===== src/rtl/charge_controller_if.sv =====
// Bus interface for charge_controller: charger/request inputs and level/status outputs.
interface charge_controller_if #(
    parameter int unsigned N = 9
);
    logic         plug;
    logic         start;
    logic [N-1:0] level_in;
    logic [N-1:0] max_level;
    logic [N-1:0] level;
    logic         charging;
    logic         full;
    logic         done;
    logic         aborted;
    logic         warn;

    // Stimulus side: drives charger state and capture values, observes status
    modport master (
        output plug,
        output start,
        output level_in,
        output max_level,
        input  level,
        input  charging,
        input  full,
        input  done,
        input  aborted,
        input  warn
    );

    // Controller side
    modport slave (
        input  plug,
        input  start,
        input  level_in,
        input  max_level,
        output level,
        output charging,
        output full,
        output done,
        output aborted,
        output warn
    );
endinterface


===== src/rtl/charge_controller.sv =====
// Lightsaber power cell recharge controller: counts the remaining battery
// time back up to the programmed maximum while the charger is connected.
// Optional build macro CHG_FAST_EN: double step size while below half of max.
module charge_controller #(
    parameter int unsigned N          = 9,
    parameter int unsigned DIV        = 4,
    parameter int unsigned STEP       = 1,
    parameter int unsigned WARN_LEVEL = 45
) (
    input  logic                clk,
    input  logic                rst,
    charge_controller_if.slave  bus
);

    localparam int unsigned PW = (DIV > 1) ? $clog2(DIV) : 1;

    localparam logic [PW-1:0] PRESC_LAST = PW'(DIV - 1);
    localparam logic [N:0]    STEP_1X    = (N+1)'(STEP);
`ifdef CHG_FAST_EN
    localparam logic [N:0]    STEP_2X    = (N+1)'(2 * STEP);
`endif
    localparam logic [N-1:0]  WARN_TH    = N'(WARN_LEVEL);

    localparam logic [1:0] S_IDLE   = 2'd0;
    localparam logic [1:0] S_CHARGE = 2'd1;
    localparam logic [1:0] S_FULL   = 2'd2;

    logic [1:0]    state_q,   state_d;
    logic [N-1:0]  level_q,   level_d;
    logic [N-1:0]  max_q,     max_d;
    logic [PW-1:0] presc_q,   presc_d;
    logic          done_q,    done_d;
    logic          aborted_q, aborted_d;

    logic [N-1:0]  cap_level;
    logic [N:0]    inc;
    logic [N:0]    sum;
    logic [N-1:0]  sat_level;

    // Starting level is the captured level clamped to the target
    assign cap_level = (bus.level_in < bus.max_level) ? bus.level_in : bus.max_level;

`ifdef CHG_FAST_EN
    // Fast charge below half of target, normal step above
    assign inc = (level_q < (max_q >> 1)) ? STEP_2X : STEP_1X;
`else
    assign inc = STEP_1X;
`endif

    // One bit of headroom so the step can never wrap before saturation
    assign sum       = {1'b0, level_q} + inc;
    assign sat_level = (sum >= {1'b0, max_q}) ? max_q : sum[N-1:0];

    // State and datapath registers
    always_ff @(posedge clk or negedge rst) begin
        if (!rst) begin
            state_q   <= S_IDLE;
            level_q   <= '0;
            max_q     <= '0;
            presc_q   <= '0;
            done_q    <= 1'b0;
            aborted_q <= 1'b0;
        end else begin
            state_q   <= state_d;
            level_q   <= level_d;
            max_q     <= max_d;
            presc_q   <= presc_d;
            done_q    <= done_d;
            aborted_q <= aborted_d;
        end
    end

    // Next-state, datapath update and pulse generation
    always_comb begin
        state_d   = state_q;
        level_d   = level_q;
        max_d     = max_q;
        presc_d   = '0;
        done_d    = 1'b0;
        aborted_d = 1'b0;

        case (state_q)
            S_IDLE: begin
                if (bus.start && bus.plug) begin
                    level_d = cap_level;
                    max_d   = bus.max_level;
                    if (cap_level == bus.max_level) begin
                        state_d = S_FULL;
                        done_d  = 1'b1;
                    end else begin
                        state_d = S_CHARGE;
                    end
                end
            end

            S_CHARGE: begin
                if (!bus.plug) begin
                    // Unplug wins over a coincident step; level is frozen
                    state_d   = S_IDLE;
                    aborted_d = 1'b1;
                end else if (presc_q == PRESC_LAST) begin
                    level_d = sat_level;
                    if (sat_level == max_q) begin
                        state_d = S_FULL;
                        done_d  = 1'b1;
                    end
                end else begin
                    presc_d = presc_q + PW'(1);
                end
            end

            S_FULL: begin
                if (!bus.plug) begin
                    state_d = S_IDLE;
                end
            end

            default: begin
                state_d = S_IDLE;
            end
        endcase
    end

    // Status decode straight from registered state/level
    assign bus.level    = level_q;
    assign bus.charging = (state_q == S_CHARGE);
    assign bus.full     = (state_q == S_FULL);
    assign bus.done     = done_q;
    assign bus.aborted  = aborted_q;
    assign bus.warn     = (level_q < WARN_TH);

endmodule


===== src/flat_wrapper.sv =====
// flat-port wrapper written by rule: the top's interface ports become plain ports
module charge_controller_flat 
#(
    parameter int unsigned N          = 9,
    parameter int unsigned DIV        = 4,
    parameter int unsigned STEP       = 1,
    parameter int unsigned WARN_LEVEL = 45
)
  (clk, rst, bus_plug, bus_start, bus_level_in, bus_max_level, bus_level, bus_charging, bus_full, bus_done, bus_aborted, bus_warn);
  charge_controller_if #(.N(N)) bus_i ();
  input  logic clk;
  input  logic rst;
  input wire logic [$bits(bus_i.plug)-1:0] bus_plug;
  input wire logic [$bits(bus_i.start)-1:0] bus_start;
  input wire logic [$bits(bus_i.level_in)-1:0] bus_level_in;
  input wire logic [$bits(bus_i.max_level)-1:0] bus_max_level;
  output wire logic [$bits(bus_i.level)-1:0] bus_level;
  output wire logic [$bits(bus_i.charging)-1:0] bus_charging;
  output wire logic [$bits(bus_i.full)-1:0] bus_full;
  output wire logic [$bits(bus_i.done)-1:0] bus_done;
  output wire logic [$bits(bus_i.aborted)-1:0] bus_aborted;
  output wire logic [$bits(bus_i.warn)-1:0] bus_warn;
  assign bus_i.plug = bus_plug;
  assign bus_i.start = bus_start;
  assign bus_i.level_in = bus_level_in;
  assign bus_i.max_level = bus_max_level;
  assign bus_level = bus_i.level;
  assign bus_charging = bus_i.charging;
  assign bus_full = bus_i.full;
  assign bus_done = bus_i.done;
  assign bus_aborted = bus_i.aborted;
  assign bus_warn = bus_i.warn;
  charge_controller #(.N(N), .DIV(DIV), .STEP(STEP), .WARN_LEVEL(WARN_LEVEL)) u_core (.clk(clk), .rst(rst), .bus(bus_i));
endmodule

===== config.mk =====
export PLATFORM = sky130hd
export DESIGN_NAME = charge_controller_flat
export DESIGN_NICKNAME = d
export VERILOG_FILES = /design/src/rtl/charge_controller_if.sv /design/src/rtl/charge_controller.sv /design/src/flat_wrapper.sv
export SDC_FILE = /design/constraint.sdc
export NUM_CORES = 1
export LEC_CHECK = 0
export BUFFER_PORTS_ARGS = -buffer_cell sky130_fd_sc_hd__buf_4
export CAP_MARGIN = 20
export CORE_AREA = 2 2 65 67
export DETAILED_ROUTE_END_ITERATION = 12
export DIE_AREA = 0 0 67 69
export GPL_ROUTABILITY_DRIVEN = 0
export PLACE_DENSITY = 0.79
export SLEW_MARGIN = 20
export SYNTH_ARGS = -nofsm -noshare
export SYNTH_HDL_FRONTEND = slang
export SYNTH_SLANG_ARGS = --single-unit

===== constraint.sdc =====
create_clock -name clk -period 3.7 [get_ports clk]
set_clock_uncertainty 0.2 [all_clocks]
set_input_delay 0.74 -clock clk [delete_from_list [all_inputs] [get_ports clk]]
set_output_delay 0.74 -clock clk [all_outputs]
set_load 0.01 [all_outputs]

==> results of run 1 <==
-- path summary, 6_finish.rpt --
path	startpoint	slack, ns	depth (start not counted)	endpoint
max	u_core.bus.level[0]	0.55	12	u_core.bus.level[1]
min	rst	0.16	1	u_core.max_q[7]
max reg2reg	u_core.bus.level[0]	0.55	12	u_core.bus.level[1]
min reg2reg	u_core.presc_q[0]	0.25	1	u_core.presc_q[0]
max in group asynchronous	rst	2.88	1	u_core.max_q[3]
min in group clk	u_core.presc_q[0]	0.25	1	u_core.presc_q[0]
-- per-stage QoR --
step,cells,utilization (%)
after detailed placement,313,60.1
final,319,61.8
after global placement,313,60.1
after global routing,319,61.8
after floorplan,236,-
after CTS,316,61.2
-- kinds of logic (layout without fill, tap and decap cells) --
| logic type | after synthesis | in the layout | share of synthesized area, % |
|---|---|---|---|
| adder cells (fa/ha/maj) | 19 | 19 | 11.5 |
| AO/OA/AOI/OAI | 46 | 46 | 15.1 |
| buffers and inverters | 33 | 66 | 6.78 |
| XOR/XNOR | 26 | 26 | 11.4 |
| multiplexers | 19 | 19 | 9.32 |
| flip-flops | 24 | 24 | 29.1 |
| AND/OR/NAND/NOR | 69 | 69 | 16.9 |
-- state kept, by name, summed over array words and instances (netlist names) --
name                cells
u_core.bus.level        9
u_core.max_q            9
u_core.presc_q          2
u_core.state_q          2
u_core.bus.aborted      1
u_core.bus.done         1
-- report_power, final --
part / leakage (nW) / internal [mW] / total [mW] / switching (mW)
clock network: 0.0216 / 0.0729 / 0.156 / 0.0827
registers: 0.301 / 0.324 / 0.445 / 0.121
logic: 0.865 / 0.388 / 0.798 / 0.409
-- cell usage in the layout, fill, tap and decap left out, types with 2 or more instances in the layout --
master / synthesis / final
nor2_1: 8 / 8
a21oi_1: 7 / 7
mux2_2: 2 / 2
o221ai_1: 7 / 7
nand3_1: 7 / 7
o211ai_1: 3 / 3
o21ai_0: 15 / 15
clkbuf_8: 0 / 3
o21a_1: 2 / 2
nor3_1: 5 / 5
nand4_1: 6 / 6
nand2_1: 27 / 27
ha_1: 19 / 19
nor2b_1: 2 / 2
xnor2_1: 17 / 17
inv_1: 23 / 23
nor4_1: 2 / 2
nand2b_1: 3 / 3
xor2_1: 8 / 8
mux2i_1: 17 / 17
dfrtp_1: 24 / 24
buf_4: 1 / 40
-- per-layer routing --
layer | GRT usage, % | up-vias
li1 | - | 909
met1 | 32.3 | 898
met2 | 41.5 | 54
met3 | 4.73 | 12
met4 | 3.63 | 0
met5 | 0 | -
-- area by class of cell --
cell class	instances	area (sq um)	area share [%]
repair buffers	40	300	12.4
inverters	23	86.3	3.57
flip-flops and latches	24	601	24.8
well taps	50	62.6	2.59
multi-input cells	179	1330	54.9
clock buffers	3	41.3	1.71
-- what timing repair did --
| action | 4_1_cts | 5_1_grt |
|---|---|---|
| hold endpoints to repair | 0 | 0 |
| resized for setup | 0 | 0 |
| buffers inserted | 0 | 3 |
| endpoints found under the setup margin | 0 | 2 |
==> metrics, run 1 <==
status finished, final reports clean; clock sinks 24; Post-Syn Area 0.00207 sq mm; CP peak stage delay 0.50 ns; global-route wire length before repair 8.83 mm; syn nets 277; normalized max-slew margin 52.7%; die width 67 um; DR vias 1,873; Post-synth EDFFs 0; FP Rows 23; area grow syn2layout 16.9%; most common cell in the netlist nand2_1; later-pin clock latency in the skew report 0.27 ns; Worst VDD drop 0.350 mV; Synth cell types 46; worst slew pin tran 0.709 ns; fillcell total 354; hold crit path type input pin to async pin; WL met2 2.68 mm; initial antenna violation count 0; total CTS buffers 3; RSZ-0062 raised after global routing no; CTS clk-pin slew, worst paths 0.09 ns; met1 WL 2.31 mm; Avg WL per Cell 16.8 um; Place WS 0.274 ns; grt total ovfl 0; PD cells 578 mW/mm^2; cell taking the most area after synthesis dfrtp_1; critical path class register to register; syn_area_per_cell 8.76 sq um; WP data required 3.66 ns; Initial Util 52.8%; Bufs and invs on worst path 2; worst path cell trace ha_1, nand3_1, xnor2_1, ha_1, a21oi_1, nand2_1, a211oi_1, o211ai_1, buf_4, buf_4, mux2i_1, a222oi_1; Post-CTS Hold Buffers 0; WL met3 299 um; largest delay contributor family on the critical path compound AO/OA/AOI/OAI gates; H-tree levels 1; area of the die 0.00462 sq mm; share of layout cells above drive strength 1 18.6%; Max FO, Critical Path 9; Pleak 1.19 nW; clk root buf clkbuf_8; synth warn 0; diode count 0; fmax 318 MHz; Nets 312; fin. max-slew vios 0; area share of the leading cell type in the synthesized netlist 29.1%; DR pass1 iterations 4; Vias/cell 5.87; Fin Hold WS 0.158 ns; #FFs+latches synth 24; Worst Setup Start Kind register; setup TNS 0 ns; Fin. Hold Viols 0; largest net degree at the start of global routing 25; Post-synth top cells nand2_1, dfrtp_1, inv_1; Critical Path AT 3.11 ns; Final min period 3.15 ns; final WL 5.37 mm; HPWL Detailed 4.21 mm; Crit-path slowest cell dfrtp_1; Final ANT Viol Nets 0; initial DRC count 165; CTS tree yes; Vert. Die Dim 69 um; Top Layer Used met4; input/output buffers 35; Pwr Total 1.40 mW; ranking of synthesized cells by area dfrtp_1, ha_1, mux2i_1; finished layout cell area 0.00242 sq mm; post-synthesis instance total 236; residual DRC count 0; I/O Pins 36; Seq/Total Area, Yosys 29.1%; final worst path period share 85.1%; core area 0.00391 sq mm; GR Util All Layers 24.4%; Critical Path End Type register; Final WS setup 0.551 ns; maxcap violations 0; Primary FF master, synth dfrtp_1; endpoints failing setup 0; clock tree buffer depth 2; vias in the first global route 1,822; placed inst area 0.00235 sq mm; FFs w/ async S/R, synth 100%
(Power assumes the default switching activity.)
==> run 2: changes to the inputs <==
--- a/config.mk
+++ b/config.mk
@@ -12,6 +12,7 @@
 export DIE_AREA = 0 0 67 69
 export GPL_ROUTABILITY_DRIVEN = 0
 export PLACE_DENSITY = 0.79
+export RECOVER_POWER = 100
 export SLEW_MARGIN = 20
 export SYNTH_ARGS = -nofsm -noshare
 export SYNTH_HDL_FRONTEND = slang
==> run 2 against run 1 <==
Compared with the run above: die area unchanged; setup slack got worse by 0.10 ns; sequential share of layout area increased by 0.67 points; critical path depth unchanged; global-route usage unchanged; sequential cell count unchanged; count of clock-buffer cells in the layout unchanged; wire length decreased by 0.52%; design area decreased by 2.6%; worst hold slack improved by 0.091 ns; cell count unchanged; maximum frequency decreased by 3.1%; largest cell class unchanged; highest routed layer unchanged.
==> metrics, run 2 (synthesized netlist as in run 1, its figures left out) <==
status finished, final reports clean; area of the die 0.00462 sq mm (unchanged); DR vias 1,865 (-0.43%); Fin Hold WS 0.249 ns (+0.0906 ns); fin. max-slew vios 0 (unchanged); core area 0.00391 sq mm (unchanged); Fin. Hold Viols 0 (unchanged); FF-to-FF path depth 12 (unchanged); grt total ovfl 0 (unchanged); hold depth 1; r2r endpoint u_core.bus.level[3]; R2R Setup Slk 0.45 ns (-0.10 ns); clk root buf clkbuf_8; Worst VDD drop 0.337 mV (-3.9%); PD cells 573 mW/mm^2 (-0.84%); hold crit path type register to register; CP peak stage delay 0.50 ns (about the same); input/output buffers 35 (unchanged); Pwr Total 1.35 mW (-3.5%); clock tree buffer depth 2 (unchanged); Initial Util 52.8% (unchanged); GR Util All Layers 24.4% (unchanged); worst slew pin tran 1.34 ns (+0.629 ns); CTS tree yes; H-tree levels 1 (unchanged); DR pass1 iterations 4 (unchanged); later-pin clock latency in the skew report 0.27 ns (about the same); HPWL Detailed 4.21 mm (unchanged); fmax 308 MHz (-3.1%); FP Rows 23 (unchanged); die width 67 um (unchanged); Nets 312 (unchanged); fillcell total 373 (+5.4%); Crit-path slowest cell dfrtp_1; Place WS 0.274 ns (unchanged); Pleak 1.12 nW (-5.6%); Final ANT Viol Nets 0 (unchanged); setup TNS 0 ns (unchanged); clock sinks 24 (unchanged); Critical Path End Type register; critical path class register to register; total CTS buffers 3 (unchanged); CTS clk-pin slew, worst paths 0.08 ns (about the same); most common cell after layout, fill and taps aside nand2_1; area grow syn2layout 13.9%; most frequent cells in the layout nand2_1, dfrtp_1, inv_1; initial antenna violation count 0 (unchanged); area of the multi-input gates 0.00133 sq mm (unchanged); final worst path period share 87.8% (+2.7 points); Critical Path AT 3.18 ns (+0.07 ns); worst path cell trace ha_1, nand3_1, xnor2_1, ha_1, nand4_1, a21oi_1, a211oi_1, o211ai_1, clkbuf_1, clkbuf_4, mux2i_1, o221ai_1; Worst Setup Start Kind register; Finished Layout Cells 319 (unchanged); HP Start u_core.presc_q[0]; Final WS setup 0.452 ns (-0.0999 ns); R2R Path Start u_core.bus.level[0]; Vias/cell 5.85 (-0.43%); Avg WL per Cell 16.7 um (-0.52%); initial DRC count 154 (-6.7%); maxcap violations 0 (unchanged); final WL 5.34 mm (-0.52%); Max FO, Critical Path 9 (unchanged); most numerous cell on the critical path ha_1; global-route wire length before repair 8.83 mm (unchanged); diode count 0 (unchanged); WP data required 3.63 ns (-0.03 ns); Post-CTS Hold Buffers 0 (unchanged); Register Area 601 sq um (unchanged); Vert. Die Dim 69 um (unchanged); normalized max-slew margin 10.8% (-42 points); share of layout cells above drive strength 1 12.3% (-6.3 points); vias in the first global route 1,822 (unchanged); Worst Hold Endpoint u_core.presc_q[0]; DP Cell Count 313 (unchanged); largest net degree at the start of global routing 25 (unchanged); I/O Pins 36 (unchanged); RSZ-0062 raised after global routing no; residual DRC count 0 (unchanged); endpoints failing setup 0 (unchanged); Final min period 3.25 ns (+0.0999 ns)
[run 2: changes by cell type in the layout (fill, tap and decap cells not counted)]
cell      change
buf_4        -20
clkbuf_1     +17
clkbuf_4      +3
[run 2: power breakdown]
group / total, mW / internal, mW / leakage, nW / switching, mW
logic: 0.749 / 0.341 / 0.799 / 0.407
clock network: 0.156 / 0.0729 / 0.0216 / 0.0834
registers: 0.445 / 0.324 / 0.301 / 0.121
total: 1.35 / 0.738 / 1.12 / 0.611
[run 2: metal layers]
metal  up-vias  routed length, um  global-route usage (%)
met5         -                  0                       0
met1       885               2260                    32.3
li1        907                  -                       -
met3        12                352                    4.73
met4         0                 84                    3.63
met2        61               2640                    41.5
[run 2: cell type report]
class                   instances  share of cell area [%]
clock buffers                   3                    1.75
inverters                      23                    3.67
multi-input cells             179                    56.4
flip-flops and latches         24                    25.5
well taps                      50                    2.66
repair buffers                 40                    10.0
[run 2: what timing repair did]
item | CTS | global route
endpoints found under the setup margin | 0 | 2
gates resized for setup | 0 | 0
setup buffers | 0 | 3
[run 2: critical path: cells and delay by family (launching register included)]
kind,cells,cell delay (ns)
DFF,1,0.50
muxes,1,0.18
and+or+nand+nor,2,0.31
xor gates and xnor gates,1,0.18
buffers and inverters,2,0.49
adders and majority gates,2,0.70
AOI/OAI and AO/OA,4,0.53
[run 2: worst max-delay path by stage]
| stage | start | end | cells after the start | slack, ns |
|---|---|---|---|---|
| finish | u_core.bus.level[0] | u_core.bus.level[3] | 12 | 0.45 |
| global route | u_core.bus.level[0] | u_core.bus.level[3] | 12 | 0.22 |
| CTS | u_core.bus.level[0] | u_core.bus.level[7] | 11 | 0.25 |
| detailed placement | u_core.bus.level[0] | u_core.bus.level[7] | 11 | 0.27 |
| global placement | u_core.bus.level[0] | u_core.bus.level[7] | 11 | 0.43 |
| floorplan | u_core.bus.level[0] | u_core.bus.level[0] | 11 | 0.89 |
[run 2: per-stage QoR]
step                area [sq um]  utilization (%)
floorplan                   2070                -
global placement            2350             60.1
detailed placement          2350             60.1
CTS                         2390             61.2
global route                2350             60.1
finish                      2350             60.1
==> run 3: changes to the inputs <==
--- a/config.mk
+++ b/config.mk
@@ -13,6 +13,7 @@
 export GPL_ROUTABILITY_DRIVEN = 0
 export PLACE_DENSITY = 0.79
 export RECOVER_POWER = 100
+export REMOVE_ABC_BUFFERS = 1
 export SLEW_MARGIN = 20
 export SYNTH_ARGS = -nofsm -noshare
 export SYNTH_HDL_FRONTEND = slang
==> run 3 against run 2 <==
Compared with the run above: sequential power barely moved; setup slack worse by 0.11 ns; first-iteration DRC count decreased by 23%; worst hold slack got worse by 0.0045 ns; largest cell class unchanged; largest power group unchanged.
==> metrics, run 3 (synthesized netlist as in run 1, its figures left out) <==
WP data required 3.64 ns (about the same); GR Util All Layers 24.6% (+0.15 points); area of the die 0.00462 sq mm (unchanged); DR pass1 iterations 4 (unchanged); most common cell after layout, fill and taps aside nand2_1; total CTS buffers 3 (unchanged); PD cells 596 mW/mm^2 (+4.0%); maxcap violations 0 (unchanged); DR vias 1,856 (-0.48%); area grow syn2layout 14.6%; FP Rows 23 (unchanged); CTS clk-pin slew, worst paths 0.09 ns (about the same); Post-CTS Hold Buffers 0 (unchanged); Initial Util 52.8% (unchanged); most frequent cells in the layout nand2_1, dfrtp_1, inv_1; final worst path period share 90.7% (+2.9 points); Fin Hold WS 0.245 ns (-0.00455 ns); initial antenna violation count 0 (unchanged); clock tree buffer depth 2 (unchanged); diode count 0 (unchanged); HPWL Detailed 4.12 mm (-2.2%); die width 67 um (unchanged); Avg WL per Cell 16.8 um (+0.56%); Final ANT Viol Nets 0 (unchanged); Nets 309 (-0.96%); RSZ-0062 raised after global routing no; critical path class register to register; Worst VDD drop 0.369 mV (+9.5%); initial DRC count 118 (-23%); setup TNS 0 ns (unchanged); share of layout cells above drive strength 1 12.7% (+0.47 points); global-route wire length before repair 8.85 mm (+0.31%); clk root buf clkbuf_8; Pleak 1.13 nW (+0.95%); Critical Path AT 3.29 ns (+0.11 ns); Vias/cell 5.85 (+0.15%); H-tree levels 1 (unchanged); worst slew pin tran 1.31 ns (-0.0285 ns); status finished, final reports clean; hold crit path type register to register; Final WS setup 0.345 ns (-0.106 ns); input/output buffers 35 (unchanged); fin. max-slew vios 0 (unchanged); cts repair resizes 0 (unchanged); Critical Path End Type register; endpoints failing setup 0 (unchanged); fmax 298 MHz (-3.2%); clock sinks 24 (unchanged); Final min period 3.35 ns (+0.106 ns); finished layout cell area 0.00237 sq mm (+0.69%); Place WS 0.481 ns (+0.207 ns); normalized max-slew margin 12.7% (+1.9 points); I/O Pins 36 (unchanged); setup repair bufs after CTS 0 (unchanged); residual DRC count 0 (unchanged); Vert. Die Dim 69 um (unchanged); Pwr Total 1.41 mW (+4.7%); later-pin clock latency in the skew report 0.27 ns (about the same); Worst Setup Start Kind register; core area 0.00391 sq mm (unchanged); grt total ovfl 0 (unchanged); final WL 5.33 mm (about the same); vias in the first global route 1,899 (+4.2%); CTS tree yes; placed inst area 0.00235 sq mm (unchanged); largest net degree at the start of global routing 25 (unchanged); Max FO, Critical Path 9 (unchanged); Fin. Hold Viols 0 (unchanged)
[run 3: path summary, 6_finish.rpt]
path	endpoint	cells past startpoint	slack [ns]	start
max	u_core.bus.level[2]	11	0.35	u_core.bus.level[0]
min	u_core.presc_q[0]	1	0.24	u_core.presc_q[0]
max reg2reg	u_core.bus.level[2]	11	0.35	u_core.bus.level[0]
min reg2reg	u_core.presc_q[0]	1	0.24	u_core.presc_q[0]
max in group asynchronous	u_core.bus.level[2]	1	2.00	rst
min in group asynchronous	u_core.max_q[7]	1	0.53	rst
[run 3: routing by layer]
| metal | global-route usage [%] | share of wire (%) | wire, um | vias to the layer above |
|---|---|---|---|---|
| met3 | 4.24 | 6.2 | 329 | 6 |
| met5 | 0 | 0 | 0 | - |
| met2 | 41.4 | 50 | 2640 | 61 |
| met4 | 5.90 | 1.2 | 63 | 0 |
| li1 | - | - | - | 900 |
| met1 | 32.2 | 43 | 2300 | 889 |
[run 3: where the power goes]
part	total [mW]	switching, mW	internal [mW]	leakage, nW
sequential	0.445	0.121	0.324	0.301
clock	0.233	0.0887	0.145	0.0357
combinational	0.734	0.407	0.327	0.795
[run 3: critical path, cell delays in order (launching register included)]
cell	delay, ns
dfrtp_1	0.52
ha_1	0.36
nand3_1	0.17
xnor2_1	0.18
ha_1	0.33
nand4_1	0.13
a21oi_1	0.14
a211oi_1	0.07
o211ai_1	0.39
clkbuf_2	0.35
mux2i_1	0.25
o221ai_1	0.13
[run 3: layout make-up]
| cell class | count | area [sq um] |
|---|---|---|
| Tap cell | 50 | 62.6 |
| Sequential cell | 24 | 601 |
| Inverter | 23 | 86.3 |
| Clock inverter | 1 | 30.0 |
| Multi-Input combinational cell | 179 | 1330 |
| Timing Repair Buffer | 37 | 223 |
| Fill cell | 371 | 1540 |
| Clock buffer | 3 | 41.3 |
[run 3: stage by stage]
stage	utilization, %	instances
finish	60.5	317
global placement	60.1	313
global route	60.5	317
CTS	62.0	317
floorplan	-	226
detailed placement	60.1	313
